`src/rtl/axis_pipe_reg.sv`:
```
// axis_pipe_reg: AXI-Stream register chain with valid/ready backpressure, bubble collapsing and flush.
// Define AXIS_PIPE_REG_SKID_EN to add a one-entry skid buffer that registers s_axis_tready_o.
module axis_pipe_reg #(
  parameter int DATA_WIDTH = 16,
  parameter int DEPTH      = 2
) (
  input  logic                       clk_i,
  input  logic                       arstn_i,
  input  logic                       flush_i,
  input  logic [DATA_WIDTH-1:0]      s_axis_tdata_i,
  input  logic                       s_axis_tlast_i,
  input  logic                       s_axis_tvalid_i,
  output logic                       s_axis_tready_o,
  output logic [DATA_WIDTH-1:0]      m_axis_tdata_o,
  output logic                       m_axis_tlast_o,
  output logic                       m_axis_tvalid_o,
  input  logic                       m_axis_tready_i,
  output logic [$clog2(DEPTH+2)-1:0] occupancy_o
);
  localparam int OW = $clog2(DEPTH+2);
  if (DEPTH < 1) begin : g_depth_check
    $error("axis_pipe_reg: DEPTH must be >= 1");
  end
  logic [DEPTH-1:0]      v_q, v_d, l_q, l_d, adv;
  logic [DATA_WIDTH-1:0] d_q [DEPTH];
  logic [DATA_WIDTH-1:0] d_d [DEPTH];
  logic [DATA_WIDTH-1:0] in_d, u_d;
  logic                  in_v, in_l, u_v, u_l, skid_v_d;
  logic [OW-1:0]         occ_q, occ_d;
  // A stage may load when it is empty or the stage ahead is moving on.
  always_comb begin
    adv = '0;
    adv[DEPTH-1] = m_axis_tready_i | ~v_q[DEPTH-1];
    for (int k = DEPTH-2; k >= 0; k--) adv[k] = ~v_q[k] | adv[k+1];
  end
  always_comb begin
    v_d = v_q;
    l_d = l_q;
    d_d = d_q;
    u_v = 1'b0;
    u_l = 1'b0;
    u_d = '0;
    for (int k = 0; k < DEPTH; k++) begin
      u_v = k == 0 ? in_v : v_q[k > 0 ? k-1 : 0];
      u_l = k == 0 ? in_l : l_q[k > 0 ? k-1 : 0];
      u_d = k == 0 ? in_d : d_q[k > 0 ? k-1 : 0];
      if (adv[k] && !flush_i) begin
        v_d[k] = u_v;
        if (u_v) begin
          d_d[k] = u_d;
          l_d[k] = u_l;
        end
      end
    end
    if (flush_i) v_d = '0;
    occ_d = OW'($countones(v_d)) + OW'(skid_v_d);
  end
  always_ff @(posedge clk_i or negedge arstn_i) begin
    if (!arstn_i) begin
      v_q   <= '0;
      l_q   <= '0;
      d_q   <= '{default: '0};
      occ_q <= '0;
    end else begin
      v_q   <= v_d;
      l_q   <= l_d;
      d_q   <= d_d;
      occ_q <= occ_d;
    end
  end
`ifdef AXIS_PIPE_REG_SKID_EN
  logic                  skid_v_q, skid_l_q, rdy_q, acc;
  logic [DATA_WIDTH-1:0] skid_d_q;
  // Ready comes from a flop, so a stalled stage 0 parks the beat accepted this cycle in skid.
  assign s_axis_tready_o = rdy_q & ~flush_i;
  assign acc             = s_axis_tvalid_i & s_axis_tready_o;
  assign in_v            = skid_v_q | acc;
  assign in_d            = skid_v_q ? skid_d_q : s_axis_tdata_i;
  assign in_l            = skid_v_q ? skid_l_q : s_axis_tlast_i;
  assign skid_v_d        = ~flush_i & in_v & ~adv[0];
  always_ff @(posedge clk_i or negedge arstn_i) begin
    if (!arstn_i) begin
      skid_v_q <= 1'b0;
      skid_l_q <= 1'b0;
      skid_d_q <= '0;
      rdy_q    <= 1'b1;
    end else begin
      skid_v_q <= skid_v_d;
      rdy_q    <= ~skid_v_d & ~flush_i;
      if (acc) begin
        skid_d_q <= s_axis_tdata_i;
        skid_l_q <= s_axis_tlast_i;
      end
    end
  end
`else
  assign s_axis_tready_o = adv[0] & ~flush_i;
  assign in_v            = s_axis_tvalid_i;
  assign in_d            = s_axis_tdata_i;
  assign in_l            = s_axis_tlast_i;
  assign skid_v_d        = 1'b0;
`endif
  assign m_axis_tvalid_o = v_q[DEPTH-1];
  assign m_axis_tdata_o  = d_q[DEPTH-1];
  assign m_axis_tlast_o  = l_q[DEPTH-1];
  assign occupancy_o     = occ_q;
endmodule

```
`config.mk`:
```
export PLATFORM = sky130hd
export DESIGN_NAME = axis_pipe_reg
export DESIGN_NICKNAME = d
export VERILOG_FILES = /design/src/rtl/axis_pipe_reg.sv
export SDC_FILE = /design/constraint.sdc
export NUM_CORES = 1
export LEC_CHECK = 0
export BUFFER_PORTS_ARGS = -buffer_cell sky130_fd_sc_hd__buf_2
export CAP_MARGIN = 15
export CORE_UTILIZATION = 40
export DETAILED_ROUTE_END_ITERATION = 16
export SYNTH_ARGS = -nofsm -noshare
export SYNTH_HDL_FRONTEND = slang
export SYNTH_SLANG_ARGS = --single-unit
```
`constraint.sdc`:
```
create_clock -name clk_i -period 2.4 [get_ports clk_i]
set_clock_uncertainty 0.1 [all_clocks]
set_input_delay 0.48 -clock clk_i [delete_from_list [all_inputs] [get_ports clk_i]]
set_output_delay 0.48 -clock clk_i [all_outputs]
set_load 0.005 [all_outputs]
```
==> results.md, run 1 <==
- RSZ-0062 raised after global routing: false
- Hold Buf Count CTS: 0
- Leak: 0.000917 uW
- Sequential share of the synthesized area: 0.640
- Peak fanout along the critical path: 8
- Fmax: 582 MHz
- Post-Place Setup Slack: 0.523 ns
- Sink Count: 38
- Max-cap violations: 0
- Syn_area_per_cell: roughly 17 um2
- HP Class: input pin to asynchronous set/reset pin
- Remaining antenna violation count: 0
- Clock Latency Late Sink: ~0.28 ns
- Layout area overhead: 23.6%
- Row count: 21
- Cells after synthesis: 85
- Post_cts resized: 0
- Classification of the worst setup path: register to register
- I/O pins: 43
- Largest net degree at the start of global routing: 39
- IO Port Bufs: 42
- Routed WL: 2350 um
- Total negative slack: 0 ns
- Fin worst setup slack: around 0.68 ns
- Post-CTS Setup Inserts: 0
- Peak supply drop: around 480 uV
- Relative slew slack: 0.465
- Outcome: complete, no violations
- Post-layout min period: 1.72 ns
- Warnings from Yosys: 0
- TritonCTS clock tree: built
- Critical Path AT: 1.79 ns
- Worst hold margin: between 0.15 and 0.2 ns
- Vias in the first global route: just under 900
- CTS clk-pin slew, worst paths: 0.07 ns
- CP endpoint kind: register
- CTS HTree Levels: 2
- Die Footprint: around 0.004 mm2
- Synthesized cell area: between 0.001 and 0.0015 mm2
- Max-slew violations: 0
- Worst EP required: between 2 and 2.5 ns
- Yosys cell types: 12
- Iter 0 DRT Violations: 18
- Wire length of the first global-routing pass: roughly 4000 um
- Initial Util: 0.431
- Top cells by area, synth: dfrtp_1 64%, mux2_2 18%, mux2_4 10%
- Drt pass-1 iters: 2
- Most common cell after layout, fill and taps aside: buf_2
- Part of the cycle the worst path needs: 0.716
- Util after Layout: 0.533
- Initial antenna violation count: 0
- Power density over the cells: approximately 860 mW/mm2
- Via-per-instance ratio: 4.68
- Clk root buf: clkbuf_8
- Gr ovfl total: 0
- Setup-failing EPs final: 0
- # nets final: roughly 160
- Worst Setup Start Kind: register
- Avg WL per Cell: around 13 um
- Yosys reg bits: 38
- Number of remaining DRC errors: 0
- Tot GR Track Use: 0.141
- Post-synth net total: ~110
- Ant diodes: 0
- Synth area leader: dfrtp_1
- Core area: between 0.003 and 0.004 mm2
- Most frequent cells in the layout: 42 x buf_2, 38 x dfrtp_1, 24 x mux2_2, 10 x mux2_4, 6 x clkbuf_8
- Fraction of layout cells with a size suffix above 1: 0.647
- Final Hold Viols: 0
- Yosys top cell area share: 0.640
- Detailed Place HPWL: between 1500 and 2000 um
- Num CTS Buffers: 5
- CTS Buffer Depth: 2
- GP Congestion: approximately 0.64
- DR vias: between 800 and 900
- DIE WIDTH: 62.9 um
- Die height: 62.9 um
- Worst-Margin Slew: 0.803 ns
-- state kept, by name, summed over array words and instances (netlist names) --
name and flops:
l_q 2, m_axis_tdata_o 16, u_d 16, v_q 2, occupancy_o 2
-- worst paths after layout --
| path | from | endpoint | slack [ns] | cells past startpoint |
|---|---|---|---|---|
| max in group asynchronous | arstn_i | m_axis_tdata_o[2]$_DFFE_PN0P_ | 1.51 | 1 |
| setup / recovery | v_q[0]$_DFF_PN0_ | u_d[7]$_DFFE_PN0P_ | 0.68 | 4 |
| hold / removal | arstn_i | m_axis_tdata_o[5]$_DFFE_PN0P_ | 0.18 | 1 |
| hold reg to reg | m_axis_tdata_o[9]$_DFFE_PN0P_ | m_axis_tdata_o[9]$_DFFE_PN0P_ | 0.40 | 1 |
| setup reg to reg | v_q[0]$_DFF_PN0_ | u_d[7]$_DFFE_PN0P_ | 0.68 | 4 |
| min in group clk_i | s_axis_tdata_i[9] | u_d[9]$_DFFE_PN0P_ | 0.32 | 2 |
-- per-stage QoR --
step	area, um2	std cells	power, uW
CTS	1840	182	1600
finish	1840	182	1570
floorplan	1490	85	1010
detailed placement	1740	174	1150
global placement	1740	174	1150
global route	1840	182	1670
-- kinds of logic after synthesis --
logic type / synth area share
flip-flops: 0.640
adder cells (fa/ha/maj): 0.00842
multiplexers: 0.283
AND/OR/NAND/NOR: 0.0421
buffers and inverters: 0.0261
-- synthesized netlist by cell type --
master and count:
buf_6 1, mux2_2 24, buf_4 1, nor2_1 5, mux2_4 10, and2b_1 1
ha_1 1, and3b_1 1, nor3b_4 1, dfrtp_1 38, or3b_1 1, buf_12 1
-- routing by layer --
| layer | track usage | routed length, um | share of wire | vias up |
|---|---|---|---|---|
| met5 | 0 | 0 | 0 | - |
| met4 | 0.0610 | 24 | 0.010 | 0 |
| met3 | 0.0730 | 165 | 0.070 | 2 |
| met2 | 0.198 | 1070 | 0.46 | 30 |
| met1 | 0.180 | 1090 | 0.46 | 419 |
| li1 | - | - | - | 400 |
-- final cells by class --
type / count / area [um2]
clock buffer: 7 / 86.3
sequential: 38 / 951
fill: 300 / 1610
clock inverter: 1 / 5.00
tap: 46 / 57.6
multi-input combinational: 44 / 495
timing repair buffer: 46 / 240
-- where the power goes --
part / internal, uW / switching (uW) / leakage [uW] / total, uW
sequential: 774 / 60.7 / 0.000455 / 835
clock: 231 / 207 / 0.0000482 / 438
combinational: 194 / 105 / 0.000414 / 299
-- worst max-delay path, cell delays in order (launching register included) --
cell     delay (ns)
dfrtp_1        0.40
and3b_1        0.21
or3b_1         0.38
buf_4          0.21
mux2_4         0.31
No activity file was read; power rests on OpenSTA's default activity.
==> run 2, diff against run 1 <==
==> constraint.sdc (replaced) <==
create_clock -name clk_i -period 1.72 [get_ports clk_i]
set_clock_uncertainty 0.1 [all_clocks]
set_input_delay 0.344 -clock clk_i [delete_from_list [all_inputs] [get_ports clk_i]]
set_output_delay 0.344 -clock clk_i [all_outputs]
set_load 0.005 [all_outputs]
==> run 2 against run 1 <==
Net effect: count of clock-buffer cells in the layout is the same; critical path type unchanged; first-iteration DRC count is 5.6% higher; sequential share of layout area is 1.2 points lower; final cell count up 2.2%; non-clock buffer count is 4 higher; utilization increased by 1.3 points; sequential cell count did not move; clock power grew 38%; wire length rose by 4.4%; fmax is 4.3% higher; largest cell class unchanged.
==> results.md, run 2 (synthesis gave the netlist of run 1 again) <==
- DIE WIDTH: 62.9 um (unchanged)
- Vias in the first global route: 968 (+11%)
- Most frequent cells in the layout: 42 x buf_2, 38 x dfrtp_1, 24 x mux2_2, 10 x mux2_4
- Multi-input combinational cell area: 495 um2 (unchanged)
- Iter 0 DRT Violations: 19 (+1)
- HP Class: input pin to register
- Sw Share: 0.235 (-0.00157)
- Wire length of the first global-routing pass: 4520 um (+9.9%)
- Row count: 21 (unchanged)
- RSZ-0062 raised after global routing: false
- IO Port Bufs: 42 (unchanged)
- Non-filler instance count after layout: 186 (+2.2%)
- Largest net degree at the start of global routing: 23 (-41%)
- # nets final: 162 (+2.5%)
- Inst Count DP: 176 (+1.1%)
- Power density over the cells: 1170 mW/mm2 (+37%)
- Leak: 0.000941 uW (+2.6%)
- Tot GR Track Use: 0.151 (+0.00991)
- GP Congestion: 0.643 (+1.1%)
- Peak fanout along the critical path: 8 (unchanged)
- Worst path bufs/invs: 1 (unchanged)
- Critical Path AT: 1.72 ns (-0.07 ns)
- Die height: 62.9 um (unchanged)
- Worst-Margin Slew: 0.418 ns (-0.385 ns)
- Design Power: 2200 uW (+40%)
- Slowest CP cell: dfrtp_1
- Via-per-instance ratio: 4.62 (-1.2%)
- Avg WL per Cell: 13.2 um (+2.1%)
- Number of remaining DRC errors: 0 (unchanged)
- Critical-path cell list: and3b_1, or3b_1, buf_4, mux2_4
- Drt pass-1 iters: 2 (unchanged)
- Sink Count: 38 (unchanged)
- Clk root buf: clkbuf_8
- Clock Latency Late Sink: 0.28 ns (about the same)
- CTS HTree Levels: 2 (unchanged)
- CTS Buffer Depth: 2 (unchanged)
- Most common cell after layout, fill and taps aside: buf_2
- Total negative slack: 0 ns (unchanged)
- Num CTS Buffers: 5 (unchanged)
- Fraction of layout cells with a size suffix above 1: 0.650 (+0.00294)
- Worst Setup Start Kind: register
- Ant diodes: 0 (unchanged)
- DR vias: 859 (+0.94%)
- Max-cap violations: 0 (unchanged)
- Final Hold Viols: 0 (unchanged)
- Classification of the worst setup path: register to register
- Max-slew violations: 0 (unchanged)
- Worst stage delay on the critical path: 0.39 ns (about the same)
- Initial antenna violation count: 0 (unchanged)
- Fmax: 607 MHz (+4.3%)
- Remaining antenna violation count: 0 (unchanged)
- Fillers: 305 (+1.7%)
- TritonCTS clock tree: built
- Part of the cycle the worst path needs: 0.958 (+0.242)
- Clock power frac: 0.275 (-0.004)
- Setup-failing EPs final: 0 (unchanged)
- Net Switching: 517 uW (+39%)
- Outcome: complete, no violations
- Relative slew slack: 0.721 (+0.256)
- Register Area: 951 um2 (unchanged)
- Fin worst setup slack: 0.0728 ns (-0.610 ns)
- Core area: 0.00344 mm2 (unchanged)
- Reg power frac: 0.529 (-0.002)
- Worst EP required: 1.79 ns (-0.68 ns)
- Die Footprint: 0.00396 mm2 (unchanged)
- Logic pwr share: 0.196 (+0.006)
- CTS clk-pin slew, worst paths: 0.07 ns (about the same)
- Family with the most delay on the worst path: simple AND/OR/NAND/NOR gates
- Post-layout min period: 1.65 ns (-0.0702 ns)
- Post_cts resized: 0 (unchanged)
- Routed WL: 2460 um (+4.4%)
- Post-Place Setup Slack: 0.000801 ns (-0.522 ns)
- Initial Util: 0.431 (unchanged)
- I/O pins: 43 (unchanged)
- Gr ovfl total: 0 (unchanged)
- Layout area overhead: 26.6%
- Detailed Place HPWL: 1830 um (+10%)
- Peak supply drop: 719 uV (+50%)
- CP endpoint kind: register
- P_int: 1680 uW (+40%)
## run 2: cell count changes in the layout (fill, tap and decap cells not counted), sizes merged
| cell | change |
|---|---|
| buf | +3 |
| dlygate4sd3 | +1 |
## run 2: final timing paths
kind | startpoint | endpoint | slack (ns) | cells past startpoint
worst max register to register | v_q[1]$_DFF_PN0_ | u_d[13]$_DFFE_PN0P_ | 0.07 | 4
worst min register to register | m_axis_tdata_o[9]$_DFFE_PN0P_ | m_axis_tdata_o[9]$_DFFE_PN0P_ | 0.40 | 1
min in group asynchronous | arstn_i | u_d[14]$_DFFE_PN0P_ | 0.42 | 2
max in group asynchronous | arstn_i | m_axis_tdata_o[2]$_DFFE_PN0P_ | 0.64 | 3
worst min-delay path | s_axis_tdata_i[11] | u_d[11]$_DFFE_PN0P_ | 0.19 | 2
worst max-delay path | v_q[1]$_DFF_PN0_ | u_d[13]$_DFFE_PN0P_ | 0.07 | 4
## run 2: layer usage
metal	track usage	part of all wire	routed length, um	vias to the layer above
met5	0	0	0	-
met4	0.0610	0.015	38	0
met3	0.0675	0.078	191	5
met2	0.231	0.46	1130	31
met1	0.184	0.45	1100	421
li1	-	-	-	402
## run 2: power groups by stage
stage	clock network (uW)	registers [uW]	logic [uW]
6_report	604	1160	432
5_1_grt	670	1190	476
4_1_cts	635	1170	440
3_5_place_dp	0	1180	438
3_3_place_gp	0	1180	428
2_1_floorplan	0	1190	221
## run 2: layout make-up
type,instances,share of cell area
well taps,46,0.0306
multi-input cells,44,0.263
flip-flops and latches,38,0.506
clock inverters,1,0.00266
clock buffers,7,0.0459
repair buffers,50,0.152
## run 2: what timing repair did
| item | CTS | global route |
|---|---|---|
| hold endpoints to repair | 16 | 0 |
| hold buffers | 1 | 0 |
| setup buffers | 0 | 1 |
| setup endpoints to repair | 0 | 10 |
## run 2: stage by stage
step | utilization | instance area (um2) | hold WS [ns]
2_1_floorplan | - | 1490 | -0.0516
3_3_place_gp | 0.515 | 1770 | 0.195
3_5_place_dp | 0.515 | 1770 | 0.200
4_1_cts | 0.544 | 1870 | 0.177
5_1_grt | 0.546 | 1880 | 0.180
6_report | 0.546 | 1880 | 0.191
